[config.mk]
export PLATFORM = sky130hd
export DESIGN_NAME = mpsoc_termination_monitor
export DESIGN_NICKNAME = d
export VERILOG_FILES = /design/src/rtl/mpsoc_termination_monitor.sv
export SDC_FILE = /design/constraint.sdc
export NUM_CORES = 1
export LEC_CHECK = 0
export CAP_MARGIN = 10
export CORE_ASPECT_RATIO = 1.1
export CORE_MARGIN = 8
export CORE_UTILIZATION = 50
export DETAILED_ROUTE_END_ITERATION = 16
export PLACE_DENSITY = 0.73
export SETUP_SLACK_MARGIN = 0.05
export SLEW_MARGIN = 15
export SYNTH_ARGS = -nofsm -noshare
export SYNTH_HDL_FRONTEND = slang
export SYNTH_SLANG_ARGS = --single-unit
[constraint.sdc]
create_clock -name clk -period 2.98 [get_ports clk]
set_clock_uncertainty 0.2 [all_clocks]
set_input_delay 0.298 -clock clk [delete_from_list [all_inputs] [get_ports clk]]
set_output_delay 0.298 -clock clk [all_outputs]
set_load 0.02 [all_outputs]
[src/rtl/mpsoc_termination_monitor.sv]
// mpsoc_termination_monitor
// Watches per-core termination and retire strobes across all MPSoC tiles and
// reports a normal completion after a drain window, or a watchdog timeout.
// Every output is registered, so the block can drive an FPGA status register.

module mpsoc_termination_monitor #(
    parameter int NUM_CORES      = 8,
    parameter int CNT_WIDTH      = 32,
    parameter int TIMEOUT_CYCLES = 1000000,
    parameter int DRAIN_CYCLES   = 16,
    parameter int IDX_WIDTH      = (NUM_CORES > 1) ? $clog2(NUM_CORES) : 1
) (
    input  logic                 clk,
    input  logic                 rst,
    input  logic                 enable,
    input  logic [NUM_CORES-1:0] core_mask,
    input  logic [NUM_CORES-1:0] termination,
    input  logic [NUM_CORES-1:0] trace_valid,
    output logic [1:0]           state,
    output logic [NUM_CORES-1:0] terminated,
    output logic [IDX_WIDTH-1:0] first_core,
    output logic [CNT_WIDTH-1:0] cycle_count,
    output logic                 done,
    output logic                 timeout
);

    typedef enum logic [1:0] {
        IDLE  = 2'd0,
        RUN   = 2'd1,
        DRAIN = 2'd2,
        DONE  = 2'd3
    } state_t;

    // A zero timeout turns the watchdog off; WD_LAST is the final idle count
    // before expiry.
    localparam bit                 WD_ENABLED = (TIMEOUT_CYCLES != 0);
    localparam logic [CNT_WIDTH-1:0] WD_LAST    = CNT_WIDTH'(TIMEOUT_CYCLES - 1);
    localparam logic [CNT_WIDTH-1:0] DRAIN_LOAD = CNT_WIDTH'(DRAIN_CYCLES);

    state_t               state_q, state_d;
    logic [NUM_CORES-1:0] mask_q, mask_d;
    logic [NUM_CORES-1:0] terminated_q, terminated_d;
    logic [IDX_WIDTH-1:0] first_core_q, first_core_d;
    logic [CNT_WIDTH-1:0] cycle_q, cycle_d;
    logic [CNT_WIDTH-1:0] wdog_q, wdog_d;
    logic [CNT_WIDTH-1:0] drain_q, drain_d;
    logic                 done_q, done_d;
    logic                 timeout_q, timeout_d;

    logic [NUM_CORES-1:0] hit;
    logic [NUM_CORES-1:0] newTerm;
    logic [IDX_WIDTH-1:0] lowIdx;
    logic [CNT_WIDTH-1:0] cycleInc;
    logic                 activity;
    logic                 allTerm;

    // Masked termination decode, lowest-index priority pick and saturating count.
    always_comb begin
        hit      = termination & mask_q;
        newTerm  = hit & ~terminated_q;
        activity = (|(trace_valid & mask_q)) | (|newTerm);
        allTerm  = &((terminated_q | hit) | ~mask_q);
        cycleInc = (cycle_q == '1) ? cycle_q : cycle_q + 1'b1;
        lowIdx   = '0;
        for (int i = NUM_CORES - 1; i >= 0; i--) begin
            if (hit[i]) begin
                lowIdx = IDX_WIDTH'(i);
            end
        end
    end

    // Next-state logic; in RUN a completing termination takes priority over expiry.
    always_comb begin
        state_d      = state_q;
        mask_d       = mask_q;
        terminated_d = terminated_q;
        first_core_d = first_core_q;
        cycle_d      = cycle_q;
        wdog_d       = wdog_q;
        drain_d      = drain_q;
        done_d       = done_q;
        timeout_d    = timeout_q;
        case (state_q)
            IDLE: begin
                if (enable) begin
                    mask_d  = core_mask;
                    wdog_d  = '0;
                    state_d = RUN;
                end
            end
            RUN: begin
                terminated_d = terminated_q | hit;
                if ((terminated_q == '0) && (|hit)) begin
                    first_core_d = lowIdx;
                end
                cycle_d = cycleInc;
                if (activity || !WD_ENABLED) begin
                    wdog_d = '0;
                end else begin
                    wdog_d = wdog_q + 1'b1;
                end
                if (allTerm) begin
                    state_d = DRAIN;
                    drain_d = DRAIN_LOAD;
                end else if (WD_ENABLED && !activity && (wdog_q == WD_LAST)) begin
                    state_d   = DONE;
                    timeout_d = 1'b1;
                end
            end
            DRAIN: begin
                cycle_d = cycleInc;
                if (drain_q == '0) begin
                    state_d = DONE;
                    done_d  = 1'b1;
                end else begin
                    drain_d = drain_q - 1'b1;
                end
            end
            DONE: begin
                state_d = DONE;
            end
            default: begin
                state_d = IDLE;
            end
        endcase
    end

    // State and status registers with synchronous clear from any state.
    always_ff @(posedge clk) begin
        if (rst) begin
            state_q      <= IDLE;
            mask_q       <= '0;
            terminated_q <= '0;
            first_core_q <= '0;
            cycle_q      <= '0;
            wdog_q       <= '0;
            drain_q      <= '0;
            done_q       <= 1'b0;
            timeout_q    <= 1'b0;
        end else begin
            state_q      <= state_d;
            mask_q       <= mask_d;
            terminated_q <= terminated_d;
            first_core_q <= first_core_d;
            cycle_q      <= cycle_d;
            wdog_q       <= wdog_d;
            drain_q      <= drain_d;
            done_q       <= done_d;
            timeout_q    <= timeout_d;
        end
    end

    assign state       = state_q;
    assign terminated  = terminated_q;
    assign first_core  = first_core_q;
    assign cycle_count = cycle_q;
    assign done        = done_q;
    assign timeout     = timeout_q;

endmodule
# After elaboration in Yosys (flattened, before gate mapping)

Cells that the tools add are included.
Widths: inputs -> output; s select.

Bitwise gates (word level): 10
Equal/unequal tests: 10
Reductions and logical operators: 21
Mux-type cells: 19
$add $sub $neg: 3

Operators with widths:

| cell                  | number |
|---|---|
| $mux 32               | 4 |
| $pmux 32 s2           | 2 |
| $add 32x1->32 const B | 2 |
| $eq 32x20->1 const B  | 1 |
| $eq 32x32->1 const B  | 1 |
| $logic_not 32->1      | 1 |
| $sub 32x1->32 const B | 1 |
| $and 8x8->8           | 3 |
| $mux 3                | 8 |
| $reduce_or 8->1       | 3 |
| $not 8->8             | 2 |
| $or 8x8->8            | 2 |
| $reduce_and 2->1      | 5 |
| $reduce_and 3->1      | 3 |
| $logic_not 8->1       | 1 |
| $mux 2                | 4 |
| $ne 2x2->1 const B    | 4 |
| $pmux 2 s4            | 1 |
| $reduce_and 8->1      | 1 |
| $eq 2x2->1 const B    | 2 |
| $reduce_bool 2->1     | 2 |
| $ne 3x3->1 const B    | 1 |
| $eq 2x1->1 const B    | 1 |
| $logic_and 1x1->1     | 2 |
| 5 further kinds       | 6 |

Word-level logic and storage cells: 72
Input bits: 27
Output and inout bits: 47
Flip-flop bits (word level): 119

# Logic depth before layout (Yosys ltp)

Depth after elaboration: 9
Gate-level depth with buffers: 10
Depth with buffers taken out: 9

# Worst setup path before layout

OpenSTA, ideal clock, no wires.

Path kind: reg-to-reg
Start point: reg drain_q[7]
End point: reg drain_q[21]
Stages on the path, launching flop included: 9
Clock period less this slack: 2603 ps
Path slack: 377 ps
Path buffers: 1
Setup time: 128 ps
Required time: 2652 ps
Arrival: 2276 ps
Cells stage by stage: dfxtp_1 > or4_4 > or4_1 > nor4_2 > nor4bb_1 > buf_2 > nor4b_1 > xnor2_1 > nor2_1

Cells in the longest elaborated chain, start to end: 3
Elaborated cells between the ends (all ways): 6
Classes of those cells: add/sub: 1; eq/ne: 1; mux: 2; reduce/logical: 2

Ends and longest elaborated chain:

| what                                                     | RTL line | text |
|---|---|---|
| start, declared                                          | 46       | `logic [CNT_WIDTH-1:0] drain_q, drain_d;` |
| start signal, assigned                                   | 147      | `drain_q <= drain_d;` |
| $sub 32x1->32 / $logic_not 32->1 (equally long branches) | 116, 112 |  |
| $mux 32 / $ne 2x2->1 (equally long branches)             | --       |  |
| $pmux 32 s2 / $reduce_and 3->1 (equally long branches)   | --       |  |

Several ways; a longest one is shown, not always the timed one. The select of a mux whose other input is x is not followed.
A chain may end at the register's enable or synchronous reset.

# Worst setup path in the final report

Start point: reg drain_q[7]
End point: reg drain_q[17]

Same word-level chain as after synthesis.

==> implementation parameters <==
Parameter                              Value

Timing
  Endpoints failing setup    0
  Timing-limited maximum frequency    357 MHz
  Part of the cycle the worst path needs    0.941
  Setup repair after global routing missed its margin    no
  Endpoints failing hold    0
  Final-report max-slew violation count    0
  Worst slew pin tran    0.777 ns
  Relative slew slack    0.481
  Worst hold slack after final layout    0.194 ns
  Final setup TNS    0 ns
  Shortest clock period the worst path allows after layout    2.80 ns

Yosys
  Top cell type's share of synthesized area    0.410
  Fraction of synthesis flops using an asynchronous set or reset pin    0
  Share of the synthesized area in compound gates (AO/OA/AOI/OAI)    0.111
  EDFF count, synth    0
  Combinational family with the most area after synthesis    simple AND/OR/NAND/NOR gates
  Part of the Yosys area used for sequential elements    0.410
  Number of distinct library cells after synthesis    54
  Post-Synth XOR/XNOR Area    0.0994
  Synthesized area per cell    8.10 sq um
  Count of state elements after synthesis    119
  Mux cell area share after synthesis    0
  Number of warning messages in the yosys log    0
  Flip-flop cell with the highest count after synthesis    sky130_fd_sc_hd__dfxtp_1
  Post-synthesis cell area    0.00582 sq mm
  Share of synthesized cell area in full adder, half adder and majority cells    0.0151
  Cells taking the most area after synthesis    sky130_fd_sc_hd__dfxtp_1, sky130_fd_sc_hd__nor2_1, sky130_fd_sc_hd__xor2_1
  Synth top cells by count    sky130_fd_sc_hd__dfxtp_1, sky130_fd_sc_hd__nor2_1, sky130_fd_sc_hd__nand2_1
  Basic-gate share of the synthesized area counting and, or, nand and nor cells    0.341
  Number of nets produced by synthesis    752
  Biggest area consumer among synthesized cells    sky130_fd_sc_hd__dfxtp_1
  Post-Synthesis Cells    718

Clock network
  Number of buffers inserted during clock tree synthesis    17
  Post-CTS Setup Inserts    0
  Root buffer selected by CTS    sky130_fd_sc_hd__clkbuf_16
  Clock sink count    119
  TritonCTS clock tree    built
  Maximum number of buffers from clock root to sink    2
  Cells resized by post-CTS repair    0
  Later-pin clock latency in the skew report    0.42 ns
  # H-tree levels    4
  Clock transition time at the flip-flop clock pins of the worst setup and hold paths    0.05 ns
  CTS hold repair buffers    0

Layout
  Area added between synthesis and finish    29.2%
  Post-layout nets    851
  Fill cell count    980
  Post-layout instance count excluding filler cells    980
  Inserted Diodes    0
  Area taken by flip-flops and latches    0.00238 sq mm
  Multi-input gate area in the final layout    0.00330 sq mm
  Fraction of final layout cells with drive strength greater than 1    0.0867

Floorplan
  Die Span X    119 um
  Starting density of the core    0.511
  Total I/O pin count    74
  Total die area    0.0153 sq mm
  Number of placement rows    41
  Placeable Area    0.0114 sq mm
  Chip Height    129 um

Setup path
  Highest fanout seen on the critical path    8
  Kind of start point of the critical path    register
  Data required time at the worst endpoint    3.07 ns
  Largest incremental delay on the critical path    0.59 ns
  Ordered list of cells on the worst path    or4_4, or4_1, nor4_2, nor4bb_1, buf_4, nand4b_1, xor2_1, nor2_1
  Worst Setup EP    drain_q[17]
  Beginning of the worst register-to-register path    drain_q[7]
  Kind of capture point of the worst setup path    register
  Worst setup startpoint    drain_q[7]
  Depth of the worst register-to-register path    8
  Library cell contributing the largest single delay on the critical path    sky130_fd_sc_hd__or4_4
  Arrival time of data at the critical path endpoint    2.89 ns
  FF-to-FF End    drain_q[17]
  Setup CP Type    reg2reg
  Slack of the worst reg-to-reg path    0.18 ns

Routing
  Drt first pass iters    5
  Vias after detailed routing    5615
  Number of DRC violations after detailed routing    0
  Final WL    15300 um
  Ratio of routed vias to standard cells    5.73
  Drt wl/cell    15.6 um
  Residual antenna-violating net count after detailed routing    0
  Violation count after the first detailed-route iteration    409

Global route
  Residual overflow from global routing    0
  Global-route wire length before repair    25500 um
  Global routing's busiest layer    met2
  Met2 Usage GRT    0.351
  Initial antenna violation count    0
  Global routing usage on met1    0.227
  Total global routing track utilization    0.201
  Largest net degree at the start of global routing    35
  GR Layer Usage met3    0.0596
  Via count of the first global-routing pass    5426

Pwr
  Worst-case vdd ir drop    0.594 mV
  Total power per unit cell area    944 mW/mm^2
  Static Leakage    2.63 nW

Hold path
  Tightest Hold Check Type    in2reg

Placement
  I/O Buffers    73
  Final GP Congestion    0.934
  Placed Cells    948
  Half-perimeter wire length of the detailed placement result    10900 um

Run
  Number of max-cap violations    0

Outcome
  Result of the run    finished, final reports clean
[layer usage]
metal / wire length (um) / vias up
met4: 229 / 0
met2: 7630 / 169
met5: 0 / -
met1: 6450 / 2644
met3: 981 / 22
li1: - / 2780
[registers in the layout, summed over array words and instances (netlist names), 2 cells and up]
signal       flops
mask_q           8
terminated       8
drain_q         32
cycle_count     32
state            2
first_core       3
wdog_q          32
[cells by family (layout without fill, tap and decap cells)]
kind of cell	count (synthesis)	in the layout
simple gates	383	383
fa+ha+maj	7	7
xor+xnor	66	66
compound gates	107	107
buf+inv	36	148
flops	119	119
[worst min-delay path by stage]
stage	from	endpoint	slack (ns)	cells past startpoint
after floorplan	drain_q[30]	drain_q[30]	0.24	2
after global placement	drain_q[30]	drain_q[30]	0.25	2
after detailed placement	first_core[2]	first_core[2]	0.27	2
after CTS	rst	timeout	0.18	2
after global routing	rst	cycle_count[2]	0.20	2
final	rst	cycle_count[6]	0.19	2
[stage by stage]
step / total power (W) / util / worst slack [ns] / instance area, sq um
3_5_place_dp: 0.00487 / 0.604 / 0.111 / 6880
2_1_floorplan: 0.00404 / - / 0.377 / 5820
4_1_cts: 0.00710 / 0.660 / 0.182 / 7510
5_1_grt: 0.00751 / 0.660 / 0.0818 / 7510
3_3_place_gp: 0.00480 / 0.604 / 0.174 / 6880
6_report: 0.00709 / 0.660 / 0.177 / 7510
[power by group]
part | switching (W) | total (W) | leakage (nW) | internal, W
combinational | 0.00161 | 0.00280 | 1.37 | 0.00120
sequential | 0.000264 | 0.00210 | 0.963 | 0.00184
clock | 0.000699 | 0.00219 | 0.304 | 0.00149
total | 0.00257 | 0.00709 | 2.63 | 0.00452
[critical path: cells and delay by family (launching register included)]
family                    cells  cell delay [ns]
xor gates and xnor gates      1             0.16
DFF                           1             0.34
and+or+nand+nor               6             1.79
buffers and inverters         1             0.19
[cell usage in the layout (no fill, tap or decap), drive strengths merged, types with 10 or more instances in the layout]
cell	count
inv	10
nand2	62
o21ai	23
xor2	35
nor2	119
a31oi	11
clkdlybuf4s50	72
or3	17
nand3	43
nor3b	10
nand3b	11
buf	34
nor3	21
nor4	18
xnor2	31
dfxtp	119
clkbuf	25
nand4	25
a21oi	43
[final cells by class]
class / instances / area share
multi-input cells: 563 / 0.439
flip-flops and latches: 119 / 0.317
repair buffers: 106 / 0.130
clock buffers: 25 / 0.0659
well taps: 150 / 0.0250
clock inverters: 7 / 0.0187
inverters: 10 / 0.00500
Power figures use the tool's default switching activity.
